File: src/rtl/adder_share_pkg.sv
// Shared types and defaults for the shared-adder arbiter slice.
package adder_share_pkg;

  typedef enum logic [0:0] {
    IDLE = 1'b0,
    HOLD = 1'b1
  } state_e;

  localparam int NREQ_DEF = 4;
  localparam int DW_DEF   = 8;
  localparam int CW_DEF   = 16;

  // Index width for n items, never narrower than one bit.
  function automatic int idx_w(input int n);
    int w;
    w = $clog2(n);
    return (w < 1) ? 1 : w;
  endfunction

endpackage

File: src/rtl/adder_share_arb_rr_arbiter.sv
// Combinational round-robin picker: searches from last+1 upward (mod N).
module rr_arbiter
  import adder_share_pkg::*;
#(
  parameter int  N  = NREQ_DEF,
  localparam int LW = idx_w(N)
) (
  input  logic [N-1:0]  req,
  input  logic [LW-1:0] last,
  input  logic          en,
  output logic [N-1:0]  gnt,
  output logic [LW-1:0] gnt_idx
);

  logic [LW-1:0] cand_s;
  logic [LW-1:0] idx_s;
  logic          hit_s;

  // First requester at or after last+1, wrapping.
  always_comb begin
    cand_s = '0;
    idx_s  = '0;
    hit_s  = 1'b0;
    for (int k = 1; k <= N; k++) begin
      cand_s = LW'((int'(last) + k) % N);
      if (!hit_s && req[cand_s]) begin
        hit_s = 1'b1;
        idx_s = cand_s;
      end else begin
        hit_s = hit_s;
      end
    end
  end

  assign gnt_idx = idx_s;

  // One-hot grant, only while the datapath can take a request.
  always_comb begin
    gnt = '0;
    if (en && hit_s) begin
      gnt[idx_s] = 1'b1;
    end else begin
      gnt = '0;
    end
  end

endmodule

File: src/rtl/adder_share_arb.sv
// One DW-bit adder shared by NREQ requesters under round-robin arbitration,
// with a registered valid/ready result channel and a completed-op counter.
module adder_share_arb
  import adder_share_pkg::*;
#(
  parameter int NREQ = NREQ_DEF,
  parameter int DW   = DW_DEF,
  parameter int CW   = CW_DEF
) (
  input  logic                     clk,
  input  logic                     rstn,
  input  logic [NREQ-1:0]          req_valid,
  input  logic [NREQ*DW-1:0]       req_a,
  input  logic [NREQ*DW-1:0]       req_b,
  output logic [NREQ-1:0]          req_ready,
  output logic                     rsp_valid,
  input  logic                     rsp_ready,
  output logic [DW-1:0]            rsp_sum,
  output logic                     rsp_carry,
  output logic [$clog2(NREQ)-1:0]  rsp_id,
  output logic                     busy,
  output logic [CW-1:0]            op_count
);

  localparam int IW = idx_w(NREQ);

  state_e        state_r;
  state_e        state_nxt_s;
  logic [IW-1:0] last_grant_r;
  logic [NREQ-1:0] gnt_s;
  logic [IW-1:0] gnt_idx_s;
  logic          can_accept_s;
  logic          accept_s;
  logic          rsp_hs_s;
  logic [DW-1:0] a_sel_s;
  logic [DW-1:0] b_sel_s;
  logic [DW:0]   sum_s;

  logic          rsp_valid_r;
  logic [DW-1:0] rsp_sum_r;
  logic          rsp_carry_r;
  logic [IW-1:0] rsp_id_r;
  logic [CW-1:0] op_count_r;

  // rsp_ready feeds req_ready directly so a drained result can be replaced
  // in the same cycle; nothing is granted while reset is asserted.
  assign can_accept_s = rstn && ((state_r == IDLE) || ((state_r == HOLD) && rsp_ready));
  assign rsp_hs_s     = rsp_valid_r && rsp_ready;
  assign accept_s     = |gnt_s;

  rr_arbiter #(
    .N (NREQ)
  ) u_arb (
    .req     (req_valid),
    .last    (last_grant_r),
    .en      (can_accept_s),
    .gnt     (gnt_s),
    .gnt_idx (gnt_idx_s)
  );

  assign a_sel_s = req_a[int'(gnt_idx_s)*DW +: DW];
  assign b_sel_s = req_b[int'(gnt_idx_s)*DW +: DW];
  assign sum_s   = {1'b0, a_sel_s} + {1'b0, b_sel_s};

  // Next-state: a new accept always lands in HOLD, otherwise drain on handshake.
  always_comb begin
    state_nxt_s = state_r;
    case (state_r)
      IDLE: begin
        if (accept_s) begin
          state_nxt_s = HOLD;
        end else begin
          state_nxt_s = IDLE;
        end
      end
      HOLD: begin
        if (accept_s) begin
          state_nxt_s = HOLD;
        end else if (rsp_ready) begin
          state_nxt_s = IDLE;
        end else begin
          state_nxt_s = HOLD;
        end
      end
      default: state_nxt_s = IDLE;
    endcase
  end

  // State, result registers, arbitration pointer and op counter.
  always_ff @(posedge clk) begin
    if (!rstn) begin
      state_r      <= IDLE;
      rsp_valid_r  <= 1'b0;
      rsp_sum_r    <= '0;
      rsp_carry_r  <= 1'b0;
      rsp_id_r     <= '0;
      last_grant_r <= IW'(NREQ - 1);
      op_count_r   <= '0;
    end else begin
      state_r     <= state_nxt_s;
      rsp_valid_r <= (state_nxt_s == HOLD);
      if (accept_s) begin
        rsp_carry_r  <= sum_s[DW];
        rsp_sum_r    <= sum_s[DW-1:0];
        rsp_id_r     <= gnt_idx_s;
        last_grant_r <= gnt_idx_s;
      end
      if (rsp_hs_s) begin
        op_count_r <= op_count_r + CW'(1);
      end
    end
  end

  assign req_ready = gnt_s;
  assign rsp_valid = rsp_valid_r;
  assign rsp_sum   = rsp_sum_r;
  assign rsp_carry = rsp_carry_r;
  assign rsp_id    = rsp_id_r;
  assign busy      = (state_r == HOLD);
  assign op_count  = op_count_r;

endmodule

File: config.mk
export PLATFORM = sky130hd
export DESIGN_NAME = adder_share_arb
export DESIGN_NICKNAME = d
export VERILOG_FILES = /design/src/rtl/adder_share_pkg.sv /design/src/rtl/adder_share_arb_rr_arbiter.sv /design/src/rtl/adder_share_arb.sv
export SDC_FILE = /design/constraint.sdc
export NUM_CORES = 1
export LEC_CHECK = 0
export ABC_CLOCK_PERIOD_IN_PS = 4500
export CORE_MARGIN = 2
export CORE_UTILIZATION = 55
export CTS_BUF_LIST = sky130_fd_sc_hd__clkbuf_8
export CTS_CLUSTER_SIZE = 24
export DETAILED_ROUTE_END_ITERATION = 8
export DONT_BUFFER_PORTS = 1
export PLACE_DENSITY_LB_ADDON = 0.1
export SLEW_MARGIN = 5
export SYNTH_ARGS = -nofsm -noshare
export SYNTH_HDL_FRONTEND = slang
export SYNTH_HIERARCHICAL = 1
export SYNTH_SLANG_ARGS = --single-unit
File: constraint.sdc
create_clock -name clk -period 4.5 [get_ports clk]
set_input_delay 0.675 -clock clk [delete_from_list [all_inputs] [get_ports clk]]
set_output_delay 0.675 -clock clk [all_outputs]
set_load 0.05 [all_outputs]
# After elaboration in Yosys (flattened, before gate mapping)
# Cells that the tools add are included.
# word_totals
ff_bits,30
romBits,0
mem_count,0
mem_bits_rw,0
input_bits,71
latchBits,0
word_cells,56
# classes
reduce_logical,12
muxes,23
shift,2
bitwise_logic,1
addsub,6
div,0
mul,0
order_cmp,6
eq_ne,0
# ops
op,count
$shiftx A32 B6 Y8,2
$add A16 B1 Y16 const B,1
$lt A2 B3 Y1 const B,5
$mux W1,12
$add A8 B8 Y9,1
$bmux W1 S2,4
$mux W2,4
$logic_and A1 B1 Y1,7
$add A2 B1 Y2 const B,2
$add A2 B2 Y2 const B,2
$mux W4,1
$reduce_or A4 Y1,1
$logic_not A1 Y1,3
$demux W1 S2,1
$ge A2 B1 Y1 const B,1
$pmux W1 S2,1
$logic_or A1 B1 Y1,1
$not A1 Y1,1

# Depth between registers and ports, before layout
# depth
word_depth,21
ltp_mapped,13
depth_no_buf,11

# Cells and area by module
# The synthesis kept the hierarchy.
# by_module_without_submodules
module,n_inst,area_each_um2,seq_area_each_um2,cells_per_inst
adder_share_arb,1,1953.1,600.6,202
rr_arbiter,1,122.6,0.0,22

# Worst setup path after synthesis
# OpenSTA, ideal clock, no wires.
# synth_path
path_type,input-to-reg
start,in req_valid[0]
end,reg rsp_carry_r (netlist: rsp_carry)
t_arrival_ns,3.546
path_stages,13
path_buffers,2
setup_time_ns,0.136
path_slack_ns,0.817
cell_sequence,nand2b_1 a21oi_1 nor3_1 a21oi_1 buf_2 buf_2 mux4_2 ha_1 fa_1 a211oi_1 nor2_1 o31ai_1 a31oi_1
# synth_between
elab_chain_cells,18
elab_cells_between_ends,33
classes_between,1 x add/sub; 2 x order compare; 2 x shift; 19 x mux; 9 x reduce/logical
# synth_lines
element,line,source
from (decl),adder_share_arb.sv:12,"input logic [NREQ-1:0] req_valid,"
$bmux W1 S2,adder_share_arb_rr_arbiter.sv:26,if (!hit_s && req[cand_s]) begin
$mux W1 (not written as such),adder_share_arb_rr_arbiter.sv:26,
$mux W1,adder_share_arb_rr_arbiter.sv:26,
$logic_not A1 Y1,adder_share_arb_rr_arbiter.sv:26,
$logic_and A1 B1 Y1,adder_share_arb_rr_arbiter.sv:26,
$mux W1,adder_share_arb_rr_arbiter.sv:26,
$logic_not A1 Y1,adder_share_arb_rr_arbiter.sv:26,
$logic_and A1 B1 Y1,adder_share_arb_rr_arbiter.sv:26,
$mux W1,adder_share_arb_rr_arbiter.sv:26,
$logic_not A1 Y1,adder_share_arb_rr_arbiter.sv:26,
$logic_and A1 B1 Y1,adder_share_arb_rr_arbiter.sv:26,
$mux W2 *,adder_share_arb_rr_arbiter.sv:26,
net gnt_idx_s[0],adder_share_arb.sv:31,logic [IW-1:0] gnt_idx_s;
branches (longest 6 deep; another with $add A8 B8 Y9),-,
to (signal assigned),adder_share_arb.sv:103,rsp_carry_r <= sum_s[DW];
to (decl),adder_share_arb.sv:41,logic rsp_carry_r;
# Mark *: on every way through the listed nets, which the timed path passes. The select of a mux whose other input is x is not followed.
# A chain may end at the register's enable or synchronous reset.

# Final worst setup path
# layout_path
start,reg last_grant_r[1]
end,reg rsp_carry_r (netlist: rsp_carry)
# layout_between
elab_chain_cells,19
elab_cells_between_ends,37
classes_between,5 x add/sub; 2 x order compare; 2 x shift; 19 x mux; 9 x reduce/logical
# layout_lines
element,line,source
from (decl),adder_share_arb.sv:29,logic [IW-1:0] last_grant_r;
from (signal assigned),adder_share_arb.sv:97,last_grant_r <= IW'(NREQ - 1);
from (signal assigned),adder_share_arb.sv:106,last_grant_r <= gnt_idx_s;
$add A2 B1 Y2,adder_share_arb_rr_arbiter.sv:25,cand_s = LW'((int'(last) + k) % N);
$bmux W1 S2,adder_share_arb_rr_arbiter.sv:26,
$mux W1 (not written as such),adder_share_arb_rr_arbiter.sv:26,
$mux W1,adder_share_arb_rr_arbiter.sv:26,
$logic_not A1 Y1,adder_share_arb_rr_arbiter.sv:26,
$logic_and A1 B1 Y1,adder_share_arb_rr_arbiter.sv:26,
$mux W1,adder_share_arb_rr_arbiter.sv:26,
$logic_not A1 Y1,adder_share_arb_rr_arbiter.sv:26,
$logic_and A1 B1 Y1,adder_share_arb_rr_arbiter.sv:26,
$mux W1,adder_share_arb_rr_arbiter.sv:26,
$logic_not A1 Y1,adder_share_arb_rr_arbiter.sv:26,
$logic_and A1 B1 Y1,adder_share_arb_rr_arbiter.sv:26,
$mux W2 *,adder_share_arb_rr_arbiter.sv:26,
net gnt_idx_s[0],adder_share_arb.sv:31,
branches (longest 6 deep; another with $add A8 B8 Y9),-,
# Marks and branches as above.

==> flow_summary.yaml <==
global_routing:
  grt_pass1_vias: 1849
  grt-ovfl-total: 0
  grt_pass1_wl_mm: 8.004
  track_usage_pct: 24.45
  antenna_found_initial: 0
  grt_start_max_net_pins: 30
synth:
  synth_edf_count: 0
  synth_common_cells: "dfxtp_1 (30), nand2_1 (22), a21oi_1 (19)"
  synth_area_leaders: "dfxtp_1 (29%), mux4_2 (17%), ha_1 (5.4%), a21oi_1 (4.6%), nand2_1 (4.0%)"
  synthCells: 224
  synth-seq-area-share_pct: 28.93
  synthesis.nets: 305
  yosysTopAreaCell: "dfxtp_1"
  ys_async_sr_fraction_pct: 0
  yosysTopAreaCellShare_pct: 28.93
  synth_area_um2: 2076
  synth-main-ff-cell: "dfxtp_1"
  yosysMostFrequentCell: "dfxtp_1"
  yosysWarnings: 6
  synth_cell_types: 43
  yosys_register_bits: 30
  avgSynthCellArea_um2: 9.267
critical_path:
  crit_arrival_ps: 3630
  r2r_cells: 12
  path_cells: "mux2i_1 -> nor2_1 -> nor3_1 -> a21oi_2 -> buf_4 -> mux4_2 -> ha_1 -> fa_1 -> a211oi_1 -> nor2_1 -> o31ai_1 -> a31oi_1"
  startpoint: "last_grant_r[1]"
  cp-start-kind: "register"
  cpMaxStageDelayCell: "fa_1"
  worst-path-stages: 12
  rr_endpoint: "rsp_carry"
  crit_top_cell: "nor2_1"
  cp_num_buf_inv: 1
  critPathRequiredTime_ps: 4640
  crit_family: "adder cells"
  end_kind: "register"
  reg2reg_from: "last_grant_r[1]"
  critPathMaxStageDelay_ps: 510
  reg2reg_slack_ps: 1010
  endpoint: "rsp_carry"
  crit_fanout: 9
  crit_type: "register to register"
clock_network:
  cts_buffer_depth: 2
  cts_hold_buf: 0
  cts_made_buffers: 5
  cts.sinks: 30
  root_buffer: "clkbuf_8"
  ctsResizeCount: 0
  cts_setup_buffers: 0
  cts_tree: "done"
  path_clk_slew_ps: 60
  ctsHtreeMaxLevel: 2
  clk_latency_ps: 280
floorplanning:
  coreArea_um2: 3633
  die_h_um: 65.44
  rows: 22
  fp.dieW_um: 65.44
  io_pins: 104
  die-area_um2: 4282
  initial_core_util_pct: 57.13
routing:
  drc: 0
  drt-met1-wl_mm: 1.818
  drtAntennaViolNets: 0
  first_pass_iters: 4
  drt_iter0_markers: 110
  wl_per_cell_um: 18.25
  highest_layer: "met4"
  met2_wirelength_mm: 2.659
  routed_via_density: 6.698
  wl_met3_um: 507
  routed_wl_mm: 5.074
  via_count: 1862
power:
  pwr_density_cell_nw_per_um2: 695.1
  peakVddDrop_mv: 0.3676
  power_w: 0.001569
  leakage_nw: 0.8001
sta:
  fin_crit_ps: 3488
  timing.final.crit_share_pct: 77.51
  drv_slew: 0
  fin_setup_tns_ps: 0
  hold_violations: 0
  rsz0062_at_grt: "false"
  fin_skew_ps: 3.392
  worstMarginPinSlew_ps: 845.4
  setup_viol: 0
  max_freq_mhz: 286.7
  slew_headroom_pct: 43.58
finish:
  fillers: 324
  diodes: 0
  fin_area_um2: 2257
  fin_nets: 310
  drive_above_1_share_pct: 16.52
  area_growth_pct: 8.740
worst_hold_path:
  hold_depth: 1
  hp-class: "input port to register"
  hold_start: "rstn"
run:
  max_cap_violations: 0
place:
  portBuffers: 0
  globalplace.congestion: 0.8957
  postPlaceCellArea_um2: 2166
  dp_hpwl_mm: 4.011
outcome:
  status: "finished clean"
==> cells by family after synthesis <==
logic type	count (synthesis)	share of synthesized area [%]
DFF	30	28.93
adders and majority gates	10	6.390
xor gates and xnor gates	8	3.376
AOI/OAI and AO/OA	53	15.85
buffers and inverters	13	2.653
muxes	17	17.84
and+or+nand+nor	93	24.95
==> cell type report <==
cell class | instances | area [µm²] | area share (%)
multi-input combinational | 181 | 1430 | 63.36
clock inverter | 2 | 8.758 | 0.3880
tap | 48 | 60.06 | 2.661
clock buffer | 6 | 82.58 | 3.659
timing repair buffer | 9 | 67.56 | 2.993
sequential | 30 | 600.6 | 26.61
inverter | 2 | 7.507 | 0.3326
==> state kept, by name (all words and copies together), names as in the netlist <==
| signal | count |
|---|---|
| rsp_id | 2 |
| op_count | 16 |
| rsp_sum | 8 |
| last_grant_r | 2 |
| rsp_valid | 1 |
| rsp_carry | 1 |
==> how the worst min path moves through the flow <==
stage / to / slack (ps)
6_report: rsp_sum[4] / 520
5_1_grt: rsp_sum[4] / 520
4_1_cts: rsp_sum[4] / 510
3_5_place_dp: last_grant_r[0] / 560
3_3_place_gp: last_grant_r[0] / 540
2_1_floorplan: last_grant_r[0] / 500
==> power by group <==
part / switching [W] / internal, W
registers: 0.000148 / 0.000312
logic: 0.000489 / 0.000400
clock network: 0.0000982 / 0.000121
total: 0.000736 / 0.000833
==> routing by layer <==
layer | up-vias | track usage [%]
met5 | - | 0
met1 | 868 | 26.11
met2 | 113 | 45.15
met4 | 0 | 9.115
met3 | 12 | 7.192
li1 | 869 | -
==> metrics by stage <==
| stage | worst slack (ps) | util (%) | hold WS [ps] | instances |
|---|---|---|---|---|
| floorplan | 817.4 | - | 502.6 | 224 |
| global placement | 995.0 | 59.61 | 539.6 | 270 |
| detailed placement | 871.4 | 59.61 | 562.9 | 270 |
| CTS | 1055 | 62.12 | 506.2 | 278 |
| global route | 806.2 | 62.12 | 515.2 | 278 |
| finish | 1012 | 62.12 | 516.6 | 278 |
==> cell usage in the layout (no fill, tap or decap), drive strengths merged, types with 6 or more instances in the layout <==
cell / Yosys / routed
clkbuf: 6 / 6
a21o: 6 / 6
o21ai: 7 / 7
or3: 12 / 12
buf: 5 / 9
mux4: 16 / 16
nand3: 11 / 11
a21oi: 19 / 19
or4: 6 / 6
xnor2: 6 / 6
ha: 9 / 9
nor2: 16 / 16
dfxtp: 30 / 30
nand2: 22 / 22
No activity file was read; power rests on OpenSTA's default activity.
